## src/rtl/joy_clk_pkg.sv

```systemverilog
// joy_clk_pkg: shared constants and helpers for the joystick clock-enable generator
package joy_clk_pkg;
  localparam int JOY_CLK_NUM_CH_DEF  = 4;
  localparam int JOY_CLK_DIV_W_DEF   = 7;
  localparam int JOY_CLK_DEFAULT_DIV = 127;
  function automatic int joy_clk_sel_w(input int n);
    return (n <= 1) ? 1 : $clog2(n);
  endfunction
endpackage

```

## src/rtl/joy_clk_en_channel.sv

```systemverilog
// joy_clk_en_channel: one programmable-divisor enable channel with shadowed divisor writes
module joy_clk_en_channel
  import joy_clk_pkg::*;
#(
  parameter int               DIV_W       = JOY_CLK_DIV_W_DEF,
  parameter logic [DIV_W-1:0] DEFAULT_DIV = DIV_W'(JOY_CLK_DEFAULT_DIV)
) (
  input  logic             clk_peripheral,
  input  logic             reset_n,
  input  logic             run,
  input  logic             restart,
  input  logic             wr,
  input  logic [DIV_W-1:0] wr_data,
  output logic             clk_en,
  output logic             pending
);
  logic [DIV_W-1:0] cnt_q, cnt_d, active_q, active_d, shadow_q, shadow_d, reload_val;
  logic             pend_q, pend_d, clk_en_q, clk_en_d, zero, reload;
  always_comb begin
    zero       = (cnt_q == '0);
    reload     = restart || (run && zero);
    // a write landing on a reload cycle bypasses the shadow entirely
    reload_val = wr ? wr_data : (pend_q ? shadow_q : active_q);
    cnt_d      = reload ? reload_val : (run ? cnt_q - DIV_W'(1) : cnt_q);
    active_d   = reload ? reload_val : ((!run && pend_q) ? shadow_q : active_q);
    shadow_d   = wr ? wr_data : shadow_q;
    pend_d     = !reload && (wr || (run && pend_q));
    clk_en_d   = run && !restart && zero;
  end
  always_ff @(posedge clk_peripheral) begin
    if (!reset_n) begin
      cnt_q    <= DEFAULT_DIV;
      active_q <= DEFAULT_DIV;
      shadow_q <= DEFAULT_DIV;
      pend_q   <= 1'b0;
      clk_en_q <= 1'b0;
    end else begin
      cnt_q    <= cnt_d;
      active_q <= active_d;
      shadow_q <= shadow_d;
      pend_q   <= pend_d;
      clk_en_q <= clk_en_d;
    end
  end
  assign clk_en  = clk_en_q;
  assign pending = pend_q;
endmodule

```

## src/rtl/joy_clock_enable_gen.sv

```systemverilog
// joy_clock_enable_gen: multi-channel clock-enable generator with run-time divisor writes
module joy_clock_enable_gen
  import joy_clk_pkg::*;
#(
  parameter int NUM_CH      = JOY_CLK_NUM_CH_DEF,
  parameter int DIV_W       = JOY_CLK_DIV_W_DEF,
  parameter int DEFAULT_DIV = JOY_CLK_DEFAULT_DIV
) (
  input  logic                               clk_peripheral,
  input  logic                               reset_n,
  input  logic [NUM_CH-1:0]                  run,
  input  logic                               restart,
  input  logic                               div_wr,
  input  logic [joy_clk_sel_w(NUM_CH)-1:0]   div_sel,
  input  logic [DIV_W-1:0]                   div_data,
  output logic [NUM_CH-1:0]                  clk_en,
  output logic [NUM_CH-1:0]                  div_pending
);
  localparam int SEL_W = joy_clk_sel_w(NUM_CH);
  logic wr_ok;
  assign wr_ok = div_wr && (int'(div_sel) < NUM_CH);
  for (genvar i = 0; i < NUM_CH; i++) begin : g_ch
    joy_clk_en_channel #(
      .DIV_W      (DIV_W),
      .DEFAULT_DIV(DIV_W'(DEFAULT_DIV))
    ) u_ch (
      .clk_peripheral(clk_peripheral),
      .reset_n       (reset_n),
      .run           (run[i]),
      .restart       (restart),
      .wr            (wr_ok && (div_sel == SEL_W'(i))),
      .wr_data       (div_data),
      .clk_en        (clk_en[i]),
      .pending       (div_pending[i])
    );
  end
endmodule

```

## config.mk

```make
export PLATFORM = sky130hd
export DESIGN_NAME = joy_clock_enable_gen
export DESIGN_NICKNAME = d
export VERILOG_FILES = /design/src/rtl/joy_clk_pkg.sv /design/src/rtl/joy_clk_en_channel.sv /design/src/rtl/joy_clock_enable_gen.sv
export SDC_FILE = /design/constraint.sdc
export NUM_CORES = 1
export LEC_CHECK = 0
export ABC_AREA = 1
export BUFFER_PORTS_ARGS = -buffer_cell sky130_fd_sc_hd__buf_2
export CORE_MARGIN = 5
export CORE_UTILIZATION = 30
export DETAILED_ROUTE_END_ITERATION = 10
export SLEW_MARGIN = 20
export SYNTH_ARGS = -nofsm -noshare
export SYNTH_HDL_FRONTEND = slang
export SYNTH_SLANG_ARGS = --single-unit
```

## constraint.sdc

```tcl
create_clock -name clk_peripheral -period 1.7 [get_ports clk_peripheral]
set_clock_uncertainty 0.05 [all_clocks]
set_input_delay 0.17 -clock clk_peripheral [delete_from_list [all_inputs] [get_ports clk_peripheral]]
set_output_delay 0.17 -clock clk_peripheral [all_outputs]
set_load 0.01 [all_outputs]
```

==> flow_summary.json, run 1 <==
{
  "dieHeight_um": 153,
  "power.density_cell_area_nw_per_um2": 842,
  "critPathKind": "reg -> reg",
  "ys_seq_area_share_pct": 30.2,
  "hold_depth": 2,
  "post_syn_nets": 932,
  "yosys.area.top_type_share_pct": 30.2,
  "grt_setup_unrepaired": "no",
  "timing.critical_path.arrival_ps": 1720,
  "finalWorstPathRequiredPeriod_ps": 1530,
  "setup_viol_count_final": 0,
  "worst-path-max-fanout": 11,
  "grt_remaining_overflow": 0,
  "cp_slowest_cell": "dfxtp_1",
  "drc": 0,
  "buffer_ports.inserted": 24,
  "grt_usage_pct": 12.5,
  "number_of_synthesized_register_bits": 92,
  "dr_total_vias": 5339,
  "clkSlewWorstSetupHoldPaths_ps": 70,
  "tightestPinTransition_ps": 616,
  "place_area_um2": 6430,
  "number_of_global_route_vias_before_repair": 4972,
  "grt_pass1_wl_um": 24400,
  "ir_drop_v": 0.000563,
  "fmax_ghz": 0.655,
  "critical_path_depth": 10,
  "final.period_utilization_pct": 89.8,
  "netlist_instances": 907,
  "post-route-cell-area_um2": 6740,
  "layout-area-overhead-vs-synth_pct": 10.6,
  "setup-tns-final_ps": 0,
  "wirelength_um": 14400,
  "ctsLongestPathBuffers": 2,
  "place_congestion": 0.792,
  "first_pass_iters": 5,
  "synthesis.area_per_instance_um2": 6.72,
  "syn_area_um2": 6100,
  "clock_insertion_delay_worst_skew_ps": 350,
  "route.detailed.vias_per_inst": 4.44,
  "initial_antenna_violation_count": 0,
  "worst_slew_margin_relative_to_its_limit_pct": 58.8,
  "max_stage_delay_ps": 330,
  "cts-buffers-inserted": 9,
  "run_status": "finished clean",
  "die_width_um": 153,
  "synth.area.top_cells": "dfxtp_1, nand2_1, nand2_2",
  "final_max_slew_viol_count": 0,
  "reg2reg_depth": 10,
  "antenna-diode-count": 0,
  "hpwl_um": 10500,
  "worst-path-buf-inv": 2,
  "timing.hold.worst.class": "in -> reg",
  "cp.required_ps": 1890,
  "critPathTopFamily": "simple AND/OR/NAND/NOR gates",
  "effective_utilization_at_floorplan_pct": 30.3,
  "first_iter_violations": 397,
  "share_of_cells_above_drive_strength_1_pct": 21.7,
  "boundaryPins": 25,
  "fp.dieArea_um2": 23300,
  "crit_chain": "inv_1 -> ha_1 -> nand3_2 -> nor2_8 -> nor2_8 -> buf_4 -> nand2_2 -> nand2_1 -> nand2_1 -> nand2_1",
  "worst_path_most_repeated_cell": "nand2_1",
  "post_cts.resized_instances": 0,
  "synth.lib_cells_used.distinct": 29,
  "placeable_core_region_um2": 20100,
  "ys_warn_count": 0,
  "endpoint_kind": "flop",
  "synth.largest_area_cell": "dfxtp_1",
  "ctsRootBufferMaster": "clkbuf_16",
  "layout.nets": 953,
  "clock_tree_from_tritoncts": "done",
  "route.antenna.remaining_nets": 0,
  "power_leakage_uw": 0.00386,
  "postCtsSetupBuffers": 0,
  "ctsHoldBuffers": 0,
  "cap_viol_max_count": 0,
  "placementRows": 52,
  "clkSinkCount": 92,
  "startpoint_class": "flop",
  "htree_num_levels": 3,
  "timing_hold_violations_final": 0,
  "grt_max_degree": 34,
  "routedWlPerCell_um": 12.0
}
cells by family after synthesis:
group	share of synthesized area, %
buffers and inverters	11.7
AND/OR/NAND/NOR	50.8
flip-flops	30.2
XOR/XNOR	0.575
adder cells (fa/ha/maj)	1.64
AO/OA/AOI/OAI	5.05
worst paths after layout:
path         slack, ps                     start                        to
min reg2reg        440  g_ch[1].u_ch.shadow_q[2]  g_ch[1].u_ch.shadow_q[2]
max reg2reg        170     g_ch[0].u_ch.cnt_q[1]  g_ch[0].u_ch.active_q[0]
max                170     g_ch[0].u_ch.cnt_q[1]  g_ch[0].u_ch.active_q[0]
min                 50                   reset_n  g_ch[2].u_ch.shadow_q[2]
cell usage in the layout, fill, tap and decap left out, types with 4 or more instances in the layout:
master     count
o21ai_0       13
nand3_1       36
buf_4         23
o21ai_1       15
inv_1         76
nand2_1      400
nand3b_1       8
inv_2         14
clkbuf_16      9
nand4_1       25
buf_2         24
nor2_1        20
xor2_1         4
a21oi_1       29
nand2_4        4
nand3_2       29
nand3_4        7
nand2_2       64
dfxtp_1       92
nor2_4         9
nor2_8         8
ha_1           8
cell usage after synthesis (all sizes together):
cell      n
a211oi    3
a21oi    29
buf      38
clkbuf    2
dfxtp    92
ha        8
inv      92
nand2   468
nand3    72
nand3b    8
nand4    25
nor2     37
nor3      1
o21ai    28
xor2      4
metal layers:
layer | track usage, % | share of wire, % | up-vias
met2 | 20.9 | 47 | 66
met5 | 0 | 0 | -
met4 | 4.79 | 2.2 | 0
met1 | 16.4 | 48 | 2382
met3 | 1.82 | 2.8 | 18
li1 | - | - | 2873
stage by stage:
stage / power, µW / cells / util, % / hold WS [ps] / setup WS [ps]
finish: 5680 / 1202 / 33.5 / 54.2 / 174
global route: 6010 / 1202 / 33.5 / 66.7 / 18.7
CTS: 5740 / 1202 / 33.5 / 49.7 / 160
detailed placement: 3550 / 1187 / 32.0 / 418 / 171
global placement: 3540 / 1187 / 32.0 / 417 / 158
floorplan: 3320 / 907 / - / 251 / 264
cell type report:
| type | instances | area, µm² |
|---|---|---|
| Inverter | 92 | 355 |
| Sequential cell | 92 | 1840 |
| Tap cell | 270 | 338 |
| Fill cell | 2211 | 13400 |
| Multi-Input combinational cell | 683 | 3540 |
| Timing Repair Buffer | 50 | 353 |
| Clock buffer | 9 | 225 |
| Clock inverter | 6 | 90.1 |
flip-flops by register name (all words and copies together) (netlist names):
register,count
g_ch.u_ch.pending,4
g_ch.u_ch.cnt_q,28
g_ch.u_ch.active_q,28
g_ch.u_ch.clk_en,4
g_ch.u_ch.shadow_q,28
where the power goes:
part / switching [µW] / internal, µW / total [µW]
logic: 651 / 387 / 1040
clock network: 897 / 1280 / 2180
registers: 151 / 2310 / 2460
total: 1700 / 3980 / 5680
Note: power is estimated with default switching activity, not from simulation.
==> inputs of run 2 (changes only) <==
--- a/config.mk
+++ b/config.mk
@@ -10,6 +10,7 @@
 export CORE_MARGIN = 5
 export CORE_UTILIZATION = 30
 export DETAILED_ROUTE_END_ITERATION = 10
+export PLACE_DENSITY = 0.45
 export SLEW_MARGIN = 20
 export SYNTH_ARGS = -nofsm -noshare
 export SYNTH_HDL_FRONTEND = slang
==> run 2 against run 1 <==
Effect of this change:
- critical path type unchanged
- setup slack about the same
- maximum frequency about the same
- final cell count up 0.83%
- sequential power hardly changed
- via count fell by 0.88%
- critical endpoint is now g_ch[3].u_ch.active_q[1]
==> flow_summary.json, run 2 (same netlist as run 1, synthesis figures left out) <==
{
  "placementRows": 52,
  "power.density_cell_area_nw_per_um2": 844,
  "tightestPinTransition_ps": 608,
  "buffer_ports.inserted": 24,
  "critPathKind": "reg -> reg",
  "worst_slew_margin_relative_to_its_limit_pct": 59.4,
  "grt_setup_unrepaired": "no",
  "grt_max_degree": 29,
  "share_of_cells_above_drive_strength_1_pct": 22.6,
  "top_regs": "g_ch.u_ch.active_q: 28 flops, g_ch.u_ch.cnt_q: 28 flops, g_ch.u_ch.shadow_q: 28 flops",
  "run_status": "finished clean",
  "first_pass_iters": 5,
  "dr_total_vias": 5292,
  "dpl.cell_count": 1196,
  "most_used_cells_in_the_layout_excluding_fill_and_tap_cells": "nand2_1, dfxtp_1, inv_1",
  "effective_utilization_at_floorplan_pct": 30.3,
  "top_usage_layer": "met2",
  "global_route.usage.met3_pct": 1.73,
  "grt.met2_usage_pct": 23.1,
  "instances_no_fill": 1212,
  "placeable_core_region_um2": 20100,
  "fmax_ghz": 0.655,
  "ctsRootBufferMaster": "clkbuf_16",
  "timing_hold_violations_final": 0,
  "setup-tns-final_ps": 0,
  "dieHeight_um": 153,
  "die_width_um": 153,
  "cp.required_ps": 1950,
  "ctsLongestPathBuffers": 2,
  "place_congestion": 0.764,
  "hpwl_um": 11300,
  "final.period_utilization_pct": 89.8,
  "routedWlPerCell_um": 12.6,
  "timing.hold.worst.class": "in -> reg",
  "setup_viol_count_final": 0,
  "startpoint_class": "flop",
  "route.antenna.remaining_nets": 0,
  "grt_usage_pct": 13.6,
  "clock_insertion_delay_worst_skew_ps": 350,
  "route.detailed.vias_per_inst": 4.37,
  "postCtsSetupBuffers": 0,
  "mostFrequentLayoutCell": "nand2_1",
  "initial_antenna_violation_count": 0,
  "number_of_global_route_vias_before_repair": 5044,
  "globalRouteMet1Util_pct": 17.8,
  "grt_pass1_wl_um": 26000,
  "layout-area-overhead-vs-synth_pct": 12.0,
  "first_iter_violations": 286,
  "ctsHoldBuffers": 0,
  "clkSlewWorstSetupHoldPaths_ps": 70,
  "boundaryPins": 25,
  "final_max_slew_viol_count": 0,
  "htree_num_levels": 3,
  "cap_viol_max_count": 0,
  "endpoint_kind": "flop",
  "wirelength_um": 15300,
  "fp.dieArea_um2": 23300,
  "cts-buffers-inserted": 9,
  "fill_cells": 2200,
  "finish.utilization_pct": 34.0,
  "timing.critical_path.arrival_ps": 1770,
  "grt_remaining_overflow": 0,
  "clkSinkCount": 92,
  "finalWorstPathRequiredPeriod_ps": 1530,
  "multi_input_area_um2": 3540,
  "power_leakage_uw": 0.00391,
  "ir_drop_v": 0.000498,
  "antenna-diode-count": 0,
  "drc": 0,
  "ff_latch_area_um2": 1840,
  "clock_tree_from_tritoncts": "done",
  "worst-path-max-fanout": 9,
  "layout.nets": 962
}
run 2: per-stage QoR:
| step | instance area [µm²] | hold WS (ps) | total power (µW) | setup WS [ps] |
|---|---|---|---|---|
| 3_3_place_gp | 6500 | 395 | 3600 | 152 |
| 4_1_cts | 6820 | 25.2 | 5860 | 133 |
| 2_1_floorplan | 6100 | 251 | 3320 | 264 |
| 3_5_place_dp | 6500 | 399 | 3590 | 145 |
| 6_report | 6830 | 36.5 | 5760 | 174 |
| 5_1_grt | 6830 | 46.6 | 6120 | 3.27 |
run 2: critical path: stages (launching register included):
cell and delay, ps:
dfxtp_1 350, inv_1 60, ha_1 230, nand3_4 110, nor2_8 60, nor2_8 200, buf_4 190, nand2_2 50
nand2_1 60, nand2_1 50, nand2_1 60
run 2: final cells by class:
type	count	area share [%]
clock buffers	9	3.30
well taps	270	4.95
repair buffers	59	6.21
multi-input cells	683	51.9
flip-flops and latches	92	27.0
inverters	92	5.20
clock inverters	7	1.48
run 2: path summary, 6_finish.rpt:
kind | start | end | slack (ps) | cells after the start
worst max-delay path | g_ch[3].u_ch.cnt_q[0] | g_ch[3].u_ch.active_q[1] | 170 | 10
worst min register to register | g_ch[1].u_ch.shadow_q[2] | g_ch[1].u_ch.shadow_q[2] | 440 | 2
worst min-delay path | reset_n | g_ch[1].u_ch.shadow_q[4] | 40 | 2
worst max register to register | g_ch[3].u_ch.cnt_q[0] | g_ch[3].u_ch.active_q[1] | 170 | 10
run 2: repair_timing:
action | CTS | global route
hold endpoints to repair | 0 | 0
endpoints found under the setup margin | 0 | 12
gates resized for setup | 0 | 2
run 2: layer usage:
metal / vias to the layer above / share of wire, %
li1: 2883 / -
met1: 2358 / 48
met2: 37 / 48
met3: 14 / 1.7
met4: 0 / 1.6
met5: - / 0
run 2: report_power, final:
group | leakage [µW] | internal [µW] | total, µW | switching, µW
Combinational | 0.00299 | 405 | 1070 | 670
Clock | 0.000152 | 1300 | 2230 | 932
Sequential | 0.000762 | 2310 | 2460 | 147
Total | 0.00391 | 4010 | 5760 | 1750
